===== config.mk =====
export PLATFORM = sky130hd
export DESIGN_NAME = hog_bin_pipe
export DESIGN_NICKNAME = d
export VERILOG_FILES = /design/src/rtl/hog_bin_pipe.sv
export SDC_FILE = /design/constraint.sdc
export NUM_CORES = 1
export LEC_CHECK = 0
export BUFFER_PORTS_ARGS = -buffer_cell sky130_fd_sc_hd__buf_2
export CAP_MARGIN = 0
export CORE_ASPECT_RATIO = 1.4
export CORE_UTILIZATION = 56
export DETAILED_ROUTE_END_ITERATION = 12
export PLACE_DENSITY = 0.76
export SLEW_MARGIN = 20
export SYNTH_ARGS = -nofsm -noshare
export SYNTH_HDL_FRONTEND = slang
export SYNTH_SLANG_ARGS = --single-unit
export TNS_END_PERCENT = 10

===== constraint.sdc =====
create_clock -name clk -period 6.1 [get_ports clk]
set_input_delay 0.305 -clock clk [delete_from_list [all_inputs] [get_ports clk]]
set_output_delay 0.305 -clock clk [all_outputs]
set_load 0.1 [all_outputs]

===== src/rtl/hog_bin_pipe.sv =====
// hog_bin_pipe: turns signed gradient pairs (gx, gy) into a magnitude and an
// orientation bin for the HOG cell-histogram accumulator.
//
// The pipeline has three registered stages and valid/ready flow control.
// Every stage holds its contents while the output is stalled, and sustained
// throughput is one beat per clock.
//
// Ports:
//   clk, rst          clock; asynchronous active-low reset
//   grad_valid/ready  input handshake for one gradient pair
//   gx, gy            signed gradient components (DATA_WIDTH+1 bits)
//   signed_mode       0: 9 bins over 0-180 deg, 1: 18 bins over 0-360 deg
//   vote_valid/ready  output handshake
//   magnitude         saturated magnitude (L1, or max + min/2)
//   bin               orientation bin
//   col, row          raster position of the presented beat
//   sof, eol          first beat of the frame / last beat of a line
module hog_bin_pipe #(
    parameter int unsigned DATA_WIDTH  = 8,
    parameter int unsigned MAG_WIDTH   = 8,
    parameter int unsigned MAG_MODE    = 0,
    parameter int unsigned GRID_WIDTH  = 638,
    parameter int unsigned GRID_HEIGHT = 478,
    localparam int unsigned COL_W = (GRID_WIDTH  > 1) ? $clog2(GRID_WIDTH)  : 1,
    localparam int unsigned ROW_W = (GRID_HEIGHT > 1) ? $clog2(GRID_HEIGHT) : 1
) (
    input  logic                  clk,
    input  logic                  rst,
    input  logic                  grad_valid,
    output logic                  grad_ready,
    input  logic [DATA_WIDTH:0]   gx,
    input  logic [DATA_WIDTH:0]   gy,
    input  logic                  signed_mode,
    output logic                  vote_valid,
    input  logic                  vote_ready,
    output logic [MAG_WIDTH-1:0]  magnitude,
    output logic [4:0]            bin,
    output logic [COL_W-1:0]      col,
    output logic [ROW_W-1:0]      row,
    output logic                  sof,
    output logic                  eol
);

    localparam int unsigned RAW_W  = DATA_WIDTH + 1;
    localparam int unsigned PROD_W = DATA_WIDTH + 11;
    localparam int unsigned SAT_W  = (RAW_W > MAG_WIDTH) ? RAW_W : MAG_WIDTH;
    // tan(20/40/60/80 deg) in Q8
    localparam logic [10:0] TAN_Q8 [4] = '{11'd93, 11'd215, 11'd443, 11'd1452};

    typedef enum logic [1:0] {Q_I, Q_II, Q_III, Q_IV} quad_t;

    logic stall, advance, accept;
    assign stall      = vote_valid && !vote_ready;
    assign advance    = !stall;
    assign grad_ready = !stall;
    assign accept     = grad_valid && grad_ready;

    // Absolute value; the most negative input has no positive twin and clips.
    function automatic logic [DATA_WIDTH-1:0] sat_abs(input logic [DATA_WIDTH:0] v);
        logic [DATA_WIDTH:0] neg;
        neg = ~v + 1'b1;
        if (!v[DATA_WIDTH])     return v[DATA_WIDTH-1:0];
        else if (neg[DATA_WIDTH]) return '1;
        else                      return neg[DATA_WIDTH-1:0];
    endfunction

    // Input-side raster position; tagged onto each accepted beat.
    logic [COL_W-1:0] pos_col;
    logic [ROW_W-1:0] pos_row;

    always_ff @(posedge clk or negedge rst) begin
        if (!rst) begin
            pos_col <= '0;
            pos_row <= '0;
        end else if (accept) begin
            if (pos_col == COL_W'(GRID_WIDTH - 1)) begin
                pos_col <= '0;
                pos_row <= (pos_row == ROW_W'(GRID_HEIGHT - 1)) ? '0 : pos_row + 1'b1;
            end else begin
                pos_col <= pos_col + 1'b1;
            end
        end
    end

    // Stage 1: absolute values and quadrant.
    quad_t quad_in;
    always_comb begin
        quad_in = Q_I;
        if (gy == '0)           quad_in = gx[DATA_WIDTH] ? Q_III : Q_I;
        else if (!gy[DATA_WIDTH]) quad_in = gx[DATA_WIDTH] ? Q_II  : Q_I;
        else                    quad_in = gx[DATA_WIDTH] ? Q_III : Q_IV;
    end

    logic                  s1_valid, s1_smode;
    logic [DATA_WIDTH-1:0] s1_ax, s1_ay;
    quad_t                 s1_quad;
    logic [COL_W-1:0]      s1_col;
    logic [ROW_W-1:0]      s1_row;

    // Stage 2: sector count and raw magnitude.
    logic [2:0]       k_next;
    logic [RAW_W-1:0] raw_next;
    logic [PROD_W-1:0] lhs;
    logic [DATA_WIDTH-1:0] mx, mn;

    always_comb begin
        k_next = '0;
        lhs    = PROD_W'({s1_ay, 8'd0});
        for (int unsigned i = 0; i < 4; i++) begin
            if (lhs >= PROD_W'(s1_ax) * PROD_W'(TAN_Q8[i])) k_next = k_next + 3'd1;
        end
        // A zero vector meets every threshold; pin it to bin 0.
        if (s1_ax == '0 && s1_ay == '0) k_next = '0;

        mx = (s1_ax >= s1_ay) ? s1_ax : s1_ay;
        mn = (s1_ax >= s1_ay) ? s1_ay : s1_ax;
        if (MAG_MODE == 0) raw_next = RAW_W'(s1_ax) + RAW_W'(s1_ay);
        else               raw_next = RAW_W'(mx) + RAW_W'(mn >> 1);
    end

    logic             s2_valid, s2_smode;
    logic [2:0]       s2_k;
    logic [RAW_W-1:0] s2_raw;
    quad_t            s2_quad;
    logic [COL_W-1:0] s2_col;
    logic [ROW_W-1:0] s2_row;

    // Stage 3: bin mapping and magnitude saturation.
    logic [4:0]           bin_next;
    logic [4:0]           k5;
    logic [SAT_W-1:0]     raw_ext;
    logic [MAG_WIDTH-1:0] mag_next;

    always_comb begin
        k5 = {2'b00, s2_k};
        bin_next = k5;
        case (s2_quad)
            Q_I:   bin_next = k5;
            Q_II:  bin_next = 5'd8 - k5;
            Q_III: bin_next = s2_smode ? 5'd9 + k5 : k5;
            Q_IV:  bin_next = s2_smode ? 5'd17 - k5 : 5'd8 - k5;
            default: bin_next = k5;
        endcase

        raw_ext = SAT_W'(s2_raw);
        if (raw_ext > SAT_W'({MAG_WIDTH{1'b1}})) mag_next = '1;
        else                                      mag_next = raw_ext[MAG_WIDTH-1:0];
    end

    always_ff @(posedge clk or negedge rst) begin
        if (!rst) begin
            s1_valid   <= 1'b0;
            s1_smode   <= 1'b0;
            s1_ax      <= '0;
            s1_ay      <= '0;
            s1_quad    <= Q_I;
            s1_col     <= '0;
            s1_row     <= '0;
            s2_valid   <= 1'b0;
            s2_smode   <= 1'b0;
            s2_k       <= '0;
            s2_raw     <= '0;
            s2_quad    <= Q_I;
            s2_col     <= '0;
            s2_row     <= '0;
            vote_valid <= 1'b0;
            magnitude  <= '0;
            bin        <= '0;
            col        <= '0;
            row        <= '0;
            sof        <= 1'b0;
            eol        <= 1'b0;
        end else if (advance) begin
            s1_valid   <= grad_valid;
            s1_smode   <= signed_mode;
            s1_ax      <= sat_abs(gx);
            s1_ay      <= sat_abs(gy);
            s1_quad    <= quad_in;
            s1_col     <= pos_col;
            s1_row     <= pos_row;

            s2_valid   <= s1_valid;
            s2_smode   <= s1_smode;
            s2_k       <= k_next;
            s2_raw     <= raw_next;
            s2_quad    <= s1_quad;
            s2_col     <= s1_col;
            s2_row     <= s1_row;

            vote_valid <= s2_valid;
            magnitude  <= mag_next;
            bin        <= bin_next;
            col        <= s2_col;
            row        <= s2_row;
            sof        <= (s2_col == '0) && (s2_row == '0);
            eol        <= (s2_col == COL_W'(GRID_WIDTH - 1));
        end
    end

endmodule


==> summary.txt <==
Drt
  • DR vias: 10300
  • Drt total wl: 32900 µm
  • ANT nets after route: 0
  • Drt first pass iters: 7
  • Via-per-instance ratio: 5.72
  • Wirelength per Cell: 18.3 µm
  • Initial DRC count: 437
  • # DRC: 0

Outcome
  • Failing checks: setup timing
  • Outcome: finished, violations left

Floorplan
  • Chip Width: 125 µm
  • Cell row count: 62
  • Initial Util: 57.5%
  • Die Height: 175 µm
  • Core ar.: 20700 µm²
  • I/O Pins: 59
  • Die area: 21900 µm²

STA
  • Final setup viols: 3
  • Final worst path period share: 107%
  • Final min period: 6520 ps
  • Setup repair after global routing missed its margin: yes
  • Max Fclk: 153 MHz
  • Worst setup margin: -425 ps
  • Slew margin rel.: 41.5%
  • Worst-Margin Slew: 878 ps
  • Final Max Slew Viols: 0
  • Worst Skew: 11.1 ps
  • Fin Hold WS: 88.0 ps
  • Hold Fails Final Rpt: 0

Setup path
  • Critical path's top delay family: compound AO/OA/AOI/OAI gates
  • Critical Path Source: s1_ax[3]
  • Crit Reg-Reg Startpoint: s1_ax[3]
  • Slowest CP cell: fa_1
  • CP arrival: 6820 ps
  • Largest stage delay, worst path: 560 ps
  • Most used cell, CP: a21o_1
  • Buf/Inv on CP: 5
  • Max FO, Critical Path: 7
  • Setup CP Type: register to register
  • Critical Path Start Type: register
  • Setup crit end kind: register
  • WP data required: 6400 ps

CTS
  • Clock Pin Slew Worst Setup and Hold Paths: 60 ps
  • TritonCTS clock tree: built
  • Clock Sinks: 128
  • H-tree depth: 4
  • CTS max path bufs: 2
  • CTS root buffer: clkbuf_16
  • Total CTS buffers: 17
  • Clk_lat worst skew: 420 ps

Synth
  • Simple-gate share of the synthesized area: 16.3%
  • Synth Cell Area: 11900 µm²
  • Syn Nets: 1639
  • Cells after synthesis: 1354
  • Synth Warn #: 0
  • Post-Synth Adder-Cell Area: 31.6%
  • Mux contribution to synthesized area: 0.263%
  • Synth Register Bits: 128
  • Largest family of logic cells by synthesized area: adder cells
  • Sequential cell area fraction in the yosys report: 26.9%
  • Avg Cell Area, Syn: 8.79 µm²
  • Netlist cell types: 61
  • Post-synth top flop: dfrtp_1
  • Compound-cell area share of the yosys netlist: 13.5%
  • Post-synth EDFFs: 0
  • Share of synthesized registers carrying an async set or reset: 100%
  • Post-synthesis xor/xnor area fraction: 5.22%

Global route
  • GRT Overall Usage: 31.4%
  • Total grt overflow: 0
  • Global-route wire length before repair: 52900 µm
  • Vias in the first global route: 10600
  • Initial antenna violation count: 0
  • Largest net degree at the start of global routing: 91

Min path
  • HP Class: input pin to register
  • HP Start: signed_mode

Final layout
  • Fill count: 1611
  • Area growth syn-to-layout: 19.8%
  • Antenna diodes: 0
  • Layout cell share with drive strength beyond 1: 18.1%
  • Multi-input gate area: 8270 µm²
  • Net count, final: 1811
  • Sequential cell area: 3210 µm²

Place
  • GPL Wtd Cong: 0.980
  • Final HPWL DP: 26000 µm
  • IO Port Bufs: 58

Job
  • # Max-Cap Violations: 0
repair_timing:
action / in CTS / in global routing
endpoints found under the hold margin: 66 / 0
buffers inserted: 10 / 8
pin swaps: 18 / 20
endpoints found under the setup margin: 3 / 3
hold buffers: 1 / 0
gates resized for setup: 24 / 17
routing by layer:
layer  track usage (%)  wire length [µm]
met1              31.9             11900
met2              58.8             17600
met3              5.11              1250
met4              20.5              2180
met5                 0                 0
state kept, by name (all words and copies together) (netlist names), 8 cells and up:
signal     count
col           10
pos_col       10
s1_row         9
s1_ax          8
magnitude      8
s2_col        10
row            9
s2_row         9
pos_row        9
s1_col        10
s1_ay          8
raw_ext        9
synthesized netlist by cell type, types with 3 or more instances:
cell | count | share of area [%]
a21oi_1 | 58 | 2.4
or3_1 | 10 | 0.53
and3_1 | 6 | 0.32
a21o_1 | 25 | 1.6
or2_2 | 5 | 0.26
a31oi_1 | 3 | 0.16
nand4_1 | 8 | 0.42
ha_1 | 197 | 21
xnor2_1 | 21 | 1.5
o21bai_1 | 7 | 0.44
o21ai_0 | 75 | 3.2
or4_1 | 3 | 0.19
o31ai_1 | 19 | 1.2
nor2b_1 | 13 | 0.68
nor3_1 | 18 | 0.76
and2_1 | 5 | 0.26
nand2_1 | 266 | 8.4
fa_1 | 65 | 11
a22oi_1 | 9 | 0.57
nor2_1 | 54 | 1.7
nand3_1 | 21 | 0.88
inv_1 | 168 | 5.3
o21a_1 | 7 | 0.44
nor4_1 | 10 | 0.53
a211o_1 | 4 | 0.29
clkbuf_1 | 26 | 0.82
o41ai_1 | 3 | 0.22
xor2_1 | 50 | 3.7
a2111oi_0 | 3 | 0.22
buf_1 | 3 | 0.095
dfrtp_1 | 128 | 27
a211oi_1 | 8 | 0.50
o22ai_1 | 3 | 0.16
nand2b_1 | 12 | 0.63
cell families (layout without fill, tap and decap cells):
logic type,after synthesis,in the layout
AOI/OAI and AO/OA,251,251
xor gates and xnor gates,71,71
adders and majority gates,262,262
buffers and inverters,198,382
DFF,128,128
muxes,3,3
and+or+nand+nor,441,441
worst register-to-register path: cells and delay by family (launching register included):
family	cells	cell delay [ps]
AOI/OAI and AO/OA	17	2550
DFF	1	460
adders and majority gates	8	2400
buffers and inverters	5	510
and+or+nand+nor	1	390
xor gates and xnor gates	1	110
cell type report:
class	instances	share of cell area (%)
tap	256	2.25
clock inverter	9	0.755
inverter	169	4.48
timing repair buffer	182	8.65
clock buffer	22	3.33
multi-input combinational	1028	58.0
sequential	128	22.5
per-stage QoR:
stage	TNS, ps	area (µm²)	setup slack (ps)	instances	util (%)
2_1_floorplan	0	12000	2.13	1354	-
3_3_place_gp	-676	13300	-316	1744	64.3
3_5_place_dp	-1270	13300	-537	1744	64.3
4_1_cts	-838	14100	-346	1786	68.1
5_1_grt	-1860	14300	-682	1794	68.8
6_report	-1080	14300	-425	1794	68.8
worst paths after layout:
kind | end | slack (ps) | cells past startpoint
hold reg to reg | col[2] | 460 | 2
max in group asynchronous | s1_row[5] | 4430 | 3
setup / recovery | s2_k[2] | -420 | 32
min in group asynchronous | vote_valid | 440 | 2
setup reg to reg | s2_k[2] | -420 | 32
hold / removal | s1_smode | 90 | 3
cells in the final DEF (no fill, tap or decap), types with 17 or more instances in the layout:
| master | n |
|---|---|
| a21o_1 | 25 |
| a21oi_1 | 50 |
| buf_2 | 57 |
| buf_4 | 122 |
| clkbuf_16 | 17 |
| dfrtp_1 | 120 |
| fa_1 | 65 |
| ha_1 | 185 |
| inv_1 | 159 |
| nand2_1 | 265 |
| nand3_1 | 21 |
| nor2_1 | 54 |
| o21ai_0 | 70 |
| xnor2_1 | 21 |
| xor2_1 | 49 |
Power is left out: the tool's default activity adds up to more than one toggle a clock period on the data nets, which glitch-free logic cannot reach.
